## src/rtl/seq_detect_ctrl.sv

```systemverilog
// Programmable controller around a serial Mealy sequence detector. Holds the
// pattern configuration, arms or stops detection, counts matches and flags
// completion once a target number of matches has been reached.
module seq_detect_ctrl #(
  parameter int unsigned MAX_LEN = 8,
  parameter int unsigned CNT_W   = 8
) (
  input  logic               clk,
  input  logic               rst,
  input  logic               cfg_we,
  input  logic [MAX_LEN-1:0] cfg_pattern,
  input  logic [3:0]         cfg_len,
  input  logic               cfg_overlap,
  input  logic [CNT_W-1:0]   cfg_target,
  input  logic               start,
  input  logic               abort,
  input  logic               x,
  input  logic               x_valid,
  output logic               z,
  output logic               busy,
  output logic               done,
  output logic [CNT_W-1:0]   match_count,
  output logic               cfg_err
);

  // fill saturates at MAX_LEN-1, which always fits in $clog2(MAX_LEN) bits
  localparam int unsigned        FILL_W   = $clog2(MAX_LEN);
  localparam logic [FILL_W-1:0]  FILL_MAX = FILL_W'(MAX_LEN - 1);
  localparam logic [CNT_W-1:0]   CNT_MAX  = '1;
  localparam logic [MAX_LEN-1:0] PAT_RST  = MAX_LEN'(4'b1001);

  typedef enum logic [1:0] {StIdle, StArmed, StDone} state_e;

  state_e               r_state;
  state_e               w_state_next;
  logic                 w_arm;

  logic [MAX_LEN-1:0]   r_pattern;
  logic [3:0]           r_len;
  logic                 r_overlap;
  logic [CNT_W-1:0]     r_target;
  logic                 r_cfg_err;

  logic [MAX_LEN-2:0]   r_hist;
  logic [FILL_W-1:0]    r_fill;
  logic [CNT_W-1:0]     r_count;

  logic [MAX_LEN-1:0]   w_window;
  logic [MAX_LEN-1:0]   w_mask;
  logic                 w_fill_ok;
  logic                 w_m;
  logic                 w_z;
  logic                 w_hit_target;
  logic                 w_cfg_ok;

  // Newest history bit sits just above the current input, so the low len bits
  // of the window line up with pattern[len-1:0]; len = 1 needs no special case.
  assign w_window  = {r_hist, x};
  assign w_fill_ok = (32'(r_fill) + 32'd1) >= 32'(r_len);
  assign w_m       = x_valid && w_fill_ok && (((w_window ^ r_pattern) & w_mask) == '0);
  assign w_hit_target = (r_target != '0) &&
                        ((CNT_W + 1)'(r_count) + (CNT_W + 1)'(1) == (CNT_W + 1)'(r_target));
  assign w_cfg_ok  = (cfg_len != 4'd0) && (32'(cfg_len) <= MAX_LEN);

  // Select the low r_len bits of the comparison window
  always_comb begin
    w_mask = '0;
    for (int i = 0; i < int'(MAX_LEN); i++) begin
      w_mask[i] = (i < int'(r_len));
    end
  end

  // FSM state register
  always_ff @(posedge clk or posedge rst) begin
    if (rst) begin
      r_state <= StIdle;
    end else begin
      r_state <= w_state_next;
    end
  end

  // FSM next-state; abort always beats start and a same-cycle match
  always_comb begin
    w_state_next = r_state;
    w_arm        = 1'b0;
    unique case (r_state)
      StIdle: begin
        if (start && !abort) begin
          w_state_next = StArmed;
          w_arm        = 1'b1;
        end
      end
      StArmed: begin
        if (abort) begin
          w_state_next = StIdle;
        end else if (w_z && w_hit_target) begin
          w_state_next = StDone;
        end
      end
      StDone: begin
        if (abort) begin
          w_state_next = StIdle;
        end else if (start) begin
          w_state_next = StArmed;
          w_arm        = 1'b1;
        end
      end
      default: w_state_next = StIdle;
    endcase
  end

  // FSM outputs; z depends combinationally only on x, x_valid and abort
  always_comb begin
    w_z         = (r_state == StArmed) && w_m && !abort;
    z           = w_z;
    busy        = (r_state == StArmed);
    done        = (r_state == StDone);
    match_count = r_count;
    cfg_err     = r_cfg_err;
  end

  // Configuration registers; writes are only taken outside ARMED
  always_ff @(posedge clk or posedge rst) begin
    if (rst) begin
      r_pattern <= PAT_RST;
      r_len     <= 4'd4;
      r_overlap <= 1'b0;
      r_target  <= '0;
      r_cfg_err <= 1'b0;
    end else if (cfg_we && (r_state != StArmed)) begin
      if (w_cfg_ok) begin
        r_pattern <= cfg_pattern;
        r_len     <= cfg_len;
        r_overlap <= cfg_overlap;
        r_target  <= cfg_target;
        r_cfg_err <= 1'b0;
      end else begin
        r_cfg_err <= 1'b1;
      end
    end
  end

  // Detection history, fill level and match counter
  always_ff @(posedge clk or posedge rst) begin
    if (rst) begin
      r_hist  <= '0;
      r_fill  <= '0;
      r_count <= '0;
    end else if (w_arm) begin
      r_hist  <= '0;
      r_fill  <= '0;
      r_count <= '0;
    end else if ((r_state == StArmed) && x_valid && !abort) begin
      r_hist <= w_window[MAX_LEN-2:0];
      // Non-overlapping mode restarts the search after every match
      if (w_z && !r_overlap) begin
        r_fill <= '0;
      end else if (r_fill != FILL_MAX) begin
        r_fill <= r_fill + 1'b1;
      end
      if (w_z && (r_count != CNT_MAX)) begin
        r_count <= r_count + 1'b1;
      end
    end
  end

endmodule

```

## config.mk

```make
export PLATFORM = sky130hd
export DESIGN_NAME = seq_detect_ctrl
export DESIGN_NICKNAME = d
export VERILOG_FILES = /design/src/rtl/seq_detect_ctrl.sv
export SDC_FILE = /design/constraint.sdc
export NUM_CORES = 1
export LEC_CHECK = 0
export BUFFER_PORTS_ARGS = -buffer_cell sky130_fd_sc_hd__buf_2
export CORE_ASPECT_RATIO = 1.2
export CORE_UTILIZATION = 35
export CTS_BUF_LIST = sky130_fd_sc_hd__clkbuf_2
export CTS_CLUSTER_SIZE = 30
export DETAILED_ROUTE_END_ITERATION = 16
export PLACE_DENSITY = 0.52
export SYNTH_ARGS = -nofsm -noshare
export SYNTH_HDL_FRONTEND = slang
export SYNTH_SLANG_ARGS = --single-unit
```

## constraint.sdc

```tcl
create_clock -name clk -period 3.2 [get_ports clk]
set_input_delay 0.32 -clock clk [delete_from_list [all_inputs] [get_ports clk]]
set_output_delay 0.32 -clock clk [all_outputs]
set_load 0.05 [all_outputs]
```

## Yosys cells after proc, flatten, opt, wreduce, memory -nomap -nowiden

Cells that the tools add are included.

| word-level totals | value |
|---|---|
| bits in registers | 42 |
| word-level logic and storage cells | 80 |

| cells by class | value |
|---|---|
| add/subtract/negate cells | 4 |
| $lt $le $gt $ge | 10 |
| equality and inequality tests | 9 |
| multiplexer cells | 20 |
| bitwise operators | 2 |
| reductions and logical operators | 26 |

Operator list:

| kind | count |
|---|---|
| $mux 8 | 3 |
| $lt 3x4->1 const A | 4 |
| $mux 7 | 2 |
| $logic_and 1x1->1 | 13 |
| $mux 3 | 4 |
| $mux 2 | 5 |
| $add 8x1->9 const B | 1 |
| $eq 9x8->1 | 1 |
| $add 8x1->8 const B | 1 |
| $and 8x8->8 | 1 |
| $logic_not 8->1 | 1 |
| $lt 1x4->1 const A | 2 |
| $lt 2x4->1 const A | 2 |
| $ne 8x8->1 const B | 1 |
| $reduce_bool 8->1 | 1 |
| $xor 8x8->8 | 1 |
| $ne 3x3->1 const B | 2 |
| $pmux 2 s3 | 1 |
| $reduce_and 2->1 | 3 |
| $add 3x1->4 const B | 1 |
| $ge 4x4->1 | 1 |
| $le 4x4->1 const B | 1 |
| $mux 1 | 4 |
| $reduce_bool 2->1 | 2 |
| 12 further kinds | 13 |

## Longest topological paths before layout

| logic depth | value |
|---|---|
| depth in word-level cells | 10 |
| gate-level depth with buffers | 10 |
| depth with buffers taken out | 9 |

## Worst setup path after synthesis

No wires, ideal clock.

| timing path | value |
|---|---|
| path type | register -> register |
| start point | reg r_count[0] (netlist: match_count[0]) |
| end point | reg r_state[0] |
| setup time | 131 ps |
| arrival time | 2,268 ps |
| required time | 3,069 ps |
| path slack | 801 ps |
| stages on the path, launching flop included | 7 |
| buffers on the path | 0 |
| cells stage by stage | dfrtp_1 > ha_1 > and4_2 > o2111ai_1 > or4_4 > nor4_2 > o31ai_1 |

| between the ends | value |
|---|---|
| longest elaborated chain between the ends | 6 |

RTL lines:

| what | RTL line | text |
|---|---|---|
| start: declaration | 46 | `logic [CNT_W-1:0] r_count;` |
| start signal: assignment | 162 | `r_count <= r_count + 1'b1;` |
| $add 8x1->9 | 62 | `((CNT_W + 1)'(r_count) + (CNT_W + 1)'(1) == (CNT_W + 1)'(r_target));` |
| $eq 9x8->1 | 62 |  |
| $logic_and 1x1->1 | 61 | `assign w_hit_target = (r_target != '0) &&` |
| $logic_and 1x1->1 | 96 | `end else if (w_z && w_hit_target) begin` |
| $ne 3x2->1 (no line) | -- |  |
| $reduce_and 3->1 (no line) | -- |  |
| end signal: assignment | 76 | `r_state <= StIdle;` |
| end signal: assignment | 78 | `r_state <= w_state_next;` |
| end: declaration | 34 | `state_e r_state;` |

No other way between the ends.
A chain may end at the register's enable or synchronous reset.

## Worst setup path in the final report

| timing path | value |
|---|---|
| start point | reg r_fill[0] |
| end point | out z |

| between the ends | value |
|---|---|
| longest elaborated chain between the ends | 6 |

RTL lines:

| what | RTL line | text |
|---|---|---|
| start: declaration | 45 | `logic [FILL_W-1:0] r_fill;` |
| start signal: assignment | 159 | `r_fill <= r_fill + 1'b1;` |
| $add 3x1->4 | 59 | `assign w_fill_ok = (32'(r_fill) + 32'd1) >= 32'(r_len);` |
| $ge 4x4->1 | 59 |  |
| $logic_and 1x1->1 (2 in a row) | 60 | `assign w_m = x_valid && w_fill_ok && (((w_window ^ r_pattern) & w_mask) == '0);` |
| $logic_and 1x1->1 (2 in a row) | 114 | `w_z = (r_state == StArmed) && w_m && !abort;` |
| end: declaration | 19 | `output logic z,` |

No other way between the ends.

==> out/results.tsv <==
stage	metric	value	unit
setup_path	CP Class	reg2out	
logic_synthesis	Synth area leaders	dfrtp_1 42%, mux2_2 11%, xnor2_1 4.5%	
floorplan	Die Wd	76.7	µm
placed_design	IO Port Bufs	39	
clocking	Root Driver	clkbuf_2	
sta	worst relative slew slack	25.4	%
setup_path	crit start category	flip-flop	
floorplan	area of the core	6450	µm²
routing	Final ANT Viol Nets	0	
setup_path	crit path capture	z	
logic_synthesis	Netlist cell types	54	
global_routing	first-pass GRT wire length	8210	µm
setup_path	critical path startpoint	r_fill[0]	
hold_path	HP Class	in2reg	
global_routing	met3 usage	3.42	%
routing	Initial DRC Count	80	
logic_synthesis	most used flip-flop cell after synthesis	dfrtp_1	
sta	Worst Skew	28.8	ps
logic_synthesis	Cell Area, Synth	2340	µm²
clocking	CTS sink cnt	42	
sta	fmax	365	MHz
clocking	CTS tree	built	
setup_path	CP Buf/Inv Count	1	
floorplan	starting density of the core	36.3	%
routing	vias per inst	5.16	
clocking	H-Tree Depth	2	
power	cell area power density	476	nW/µm²
clocking	Num CTS Buffers	5	
setup_path	Reg-to-Reg End	match_count[6]	
clocking	Clock Latency Late Sink	390	ps
routing	via count	1748	
floorplan	full die area	7020	µm²
logic_synthesis	#FFs+latches synth	42	
placed_design	Final Wtd Congestion	0.757	
status	status	finished, final reports clean	
global_routing	met1 global-route usage	17.8	%
global_routing	number of global-route vias before repair	1692	
setup_path	flop2flop setup slack	520	ps
global_routing	largest net degree at the start of global routing	43	
sta	Tmin final	2740	ps
sta	worst slew pin tran	1120	ps
power	Leak	0.00125	µW
routing	first-pass detailed-route iteration total	4	
setup_path	worst stage delay on the critical path	460	ps
clocking	clk slew on worst S/H paths	220	ps
sta	Tcrit/Tclk final	85.5	%
global_routing	GRT Util Overall	15.0	%
logic_synthesis	EDFF count, synth	0	
sta	Fin. Hold Viols	0	
run	Max-Cap Viols	0	
cells_and_area	Area Overhead vs Synth	13.5	%
setup_path	cell count along the critical path	7	
power	Peak VDD IR	232	µV
clocking	post-CTS setup buffers	0	
logic_synthesis	Yosys top cell area share	41.7	%
global_routing	initial antenna violation count	0	
placed_design	Final HPWL DP	3620	µm
setup_path	crit path max fanout	5	
cells_and_area	n_diodes	0	
sta	unrepaired setup endpoints after global routing	false	
setup_path	CP Capture Type	output pin	
routing	final wirelength	4910	µm
setup_path	Crit path top cell by count	ha_1	
floorplan	row cnt	32	
sta	Final setup viols	0	
setup_path	worst r2r src	r_fill[0]	
routing	drt drc	0	
global_routing	gr busiest metal	met2	
sta	Fin Setup TNS	0	ps
logic_synthesis	Ys Warns	0	
clocking	clk buf depth	2	
global_routing	M2 GR Usage	26.6	%
setup_path	slowest cell on the critical path	dfrtp_1	
cells_and_area	share of post-route cells with drive strength above 1	33.1	%
routing	DR WL/cell	14.5	µm
cells_and_area	nets	288	
setup_path	CP required	2880	ps
logic_synthesis	cell accounting for the most synthesized area	dfrtp_1	
global_routing	Remaining Overflow, GRT	0	
logic_synthesis	async set-or-reset flop fraction in the synthesized netlist	100	%
sta	pins over their slew limit	0	
logic_synthesis	Synth Instances	213	
setup_path	Crit path max-delay family	adder cells	
sta	Hold WS	101	ps
setup_path	critical-path cell list	ha_1, ha_1, ha_1, o211ai_1, o21ai_0, and3_1, buf_2	
logic_synthesis	top-count cell post-synth	dfrtp_1	
logic_synthesis	syn_nets	248	
setup_path	R2R depth	9	
floorplan	die height	91.6	µm
logic_synthesis	synth cell count leaders	39 x dfrtp_1, 22 x mux2_2, 12 x xnor2_1, 11 x nand3_1	
floorplan	num ports	40	
logic_synthesis	syn avg cell area	11.0	µm²
setup_path	CP Data Arrival Time	2420	ps
logic_synthesis	Seq/Total Area, Yosys	45.1	%
## worst min path at each step
stage,from,endpoint,cells after the start
2_1_floorplan,cfg_we,cfg_err,1
3_3_place_gp,rst,r_pattern[1],3
3_5_place_dp,rst,r_pattern[1],3
4_1_cts,cfg_we,cfg_err,2
5_1_grt,cfg_we,cfg_err,2
6_report,cfg_we,cfg_err,2
## final cells by class
class | instances | area, µm²
Sequential cell | 42 | 1050
Timing Repair Buffer | 42 | 220
Tap cell | 85 | 106
Multi-Input combinational cell | 155 | 1210
Clock buffer | 6 | 30.0
Inverter | 7 | 26.3
Clock inverter | 2 | 8.76
Fill cell | 651 | 3790
## repair_timing
action / CTS / global route
gates resized for setup: 0 / 0
hold buffers: 1 / 0
endpoints found under the hold margin: 12 / 0
## sequential cells by signal (all words and copies together), names as in the netlist
signal	cells
r_pattern	8
r_target	8
r_hist	7
cfg_err	1
r_fill	3
match_count	8
r_state	2
r_overlap	1
r_len	4
## power by group
group	total (µW)	switching, µW	internal (µW)	leakage, µW
combinational	334	154	180	0.000686
clock	219	165	53.9	0.0000304
sequential	712	94.0	618	0.000531
total	1270	413	852	0.00125
## worst register-to-register path, delay by kind of cell, from the launching register on
family	cells	cell delay [ps]
flops	1	460
compound gates	3	580
simple gates	3	780
fa+ha+maj	3	760
## cell families (layout without fill, tap and decap cells)
kind of cell / after synthesis / count (layout) / synth area share (%)
flops: 42 / 42 / 45.1
simple gates: 67 / 67 / 18.0
xor+xnor: 19 / 19 / 7.11
buf+inv: 16 / 57 / 3.21
mux: 23 / 23 / 11.0
compound gates: 39 / 39 / 11.9
fa+ha+maj: 7 / 7 / 3.74
## stage by stage
step / cell area [µm²] / util [%] / setup WS [ps] / power [µW] / std cells
after floorplan: 2340 / - / 801 / 972 / 213
after global placement: 2610 / 40.5 / 564 / 1060 / 330
after detailed placement: 2610 / 40.5 / 509 / 1060 / 330
after CTS: 2660 / 41.2 / 386 / 1290 / 339
after global routing: 2660 / 41.2 / 207 / 1350 / 339
final: 2660 / 41.2 / 463 / 1270 / 339
## per-layer routing
layer  up-vias  part of all wire (%)
li1        858                     -
met1       852                    45
met2        36                    50
met3         2                   4.3
met4         0                  0.77
met5         -                     0
## cell usage in the layout (no fill, tap or decap), types with 7 or more instances in the layout
cell,n
dfrtp_1,39
buf_2,39
mux2_2,22
xnor2_1,12
nand3_1,11
nor3_1,8
nor2_1,8
nand2_1,8
xor2_1,7
a22o_1,7
ha_1,7
No activity file was read; power rests on OpenSTA's default activity.
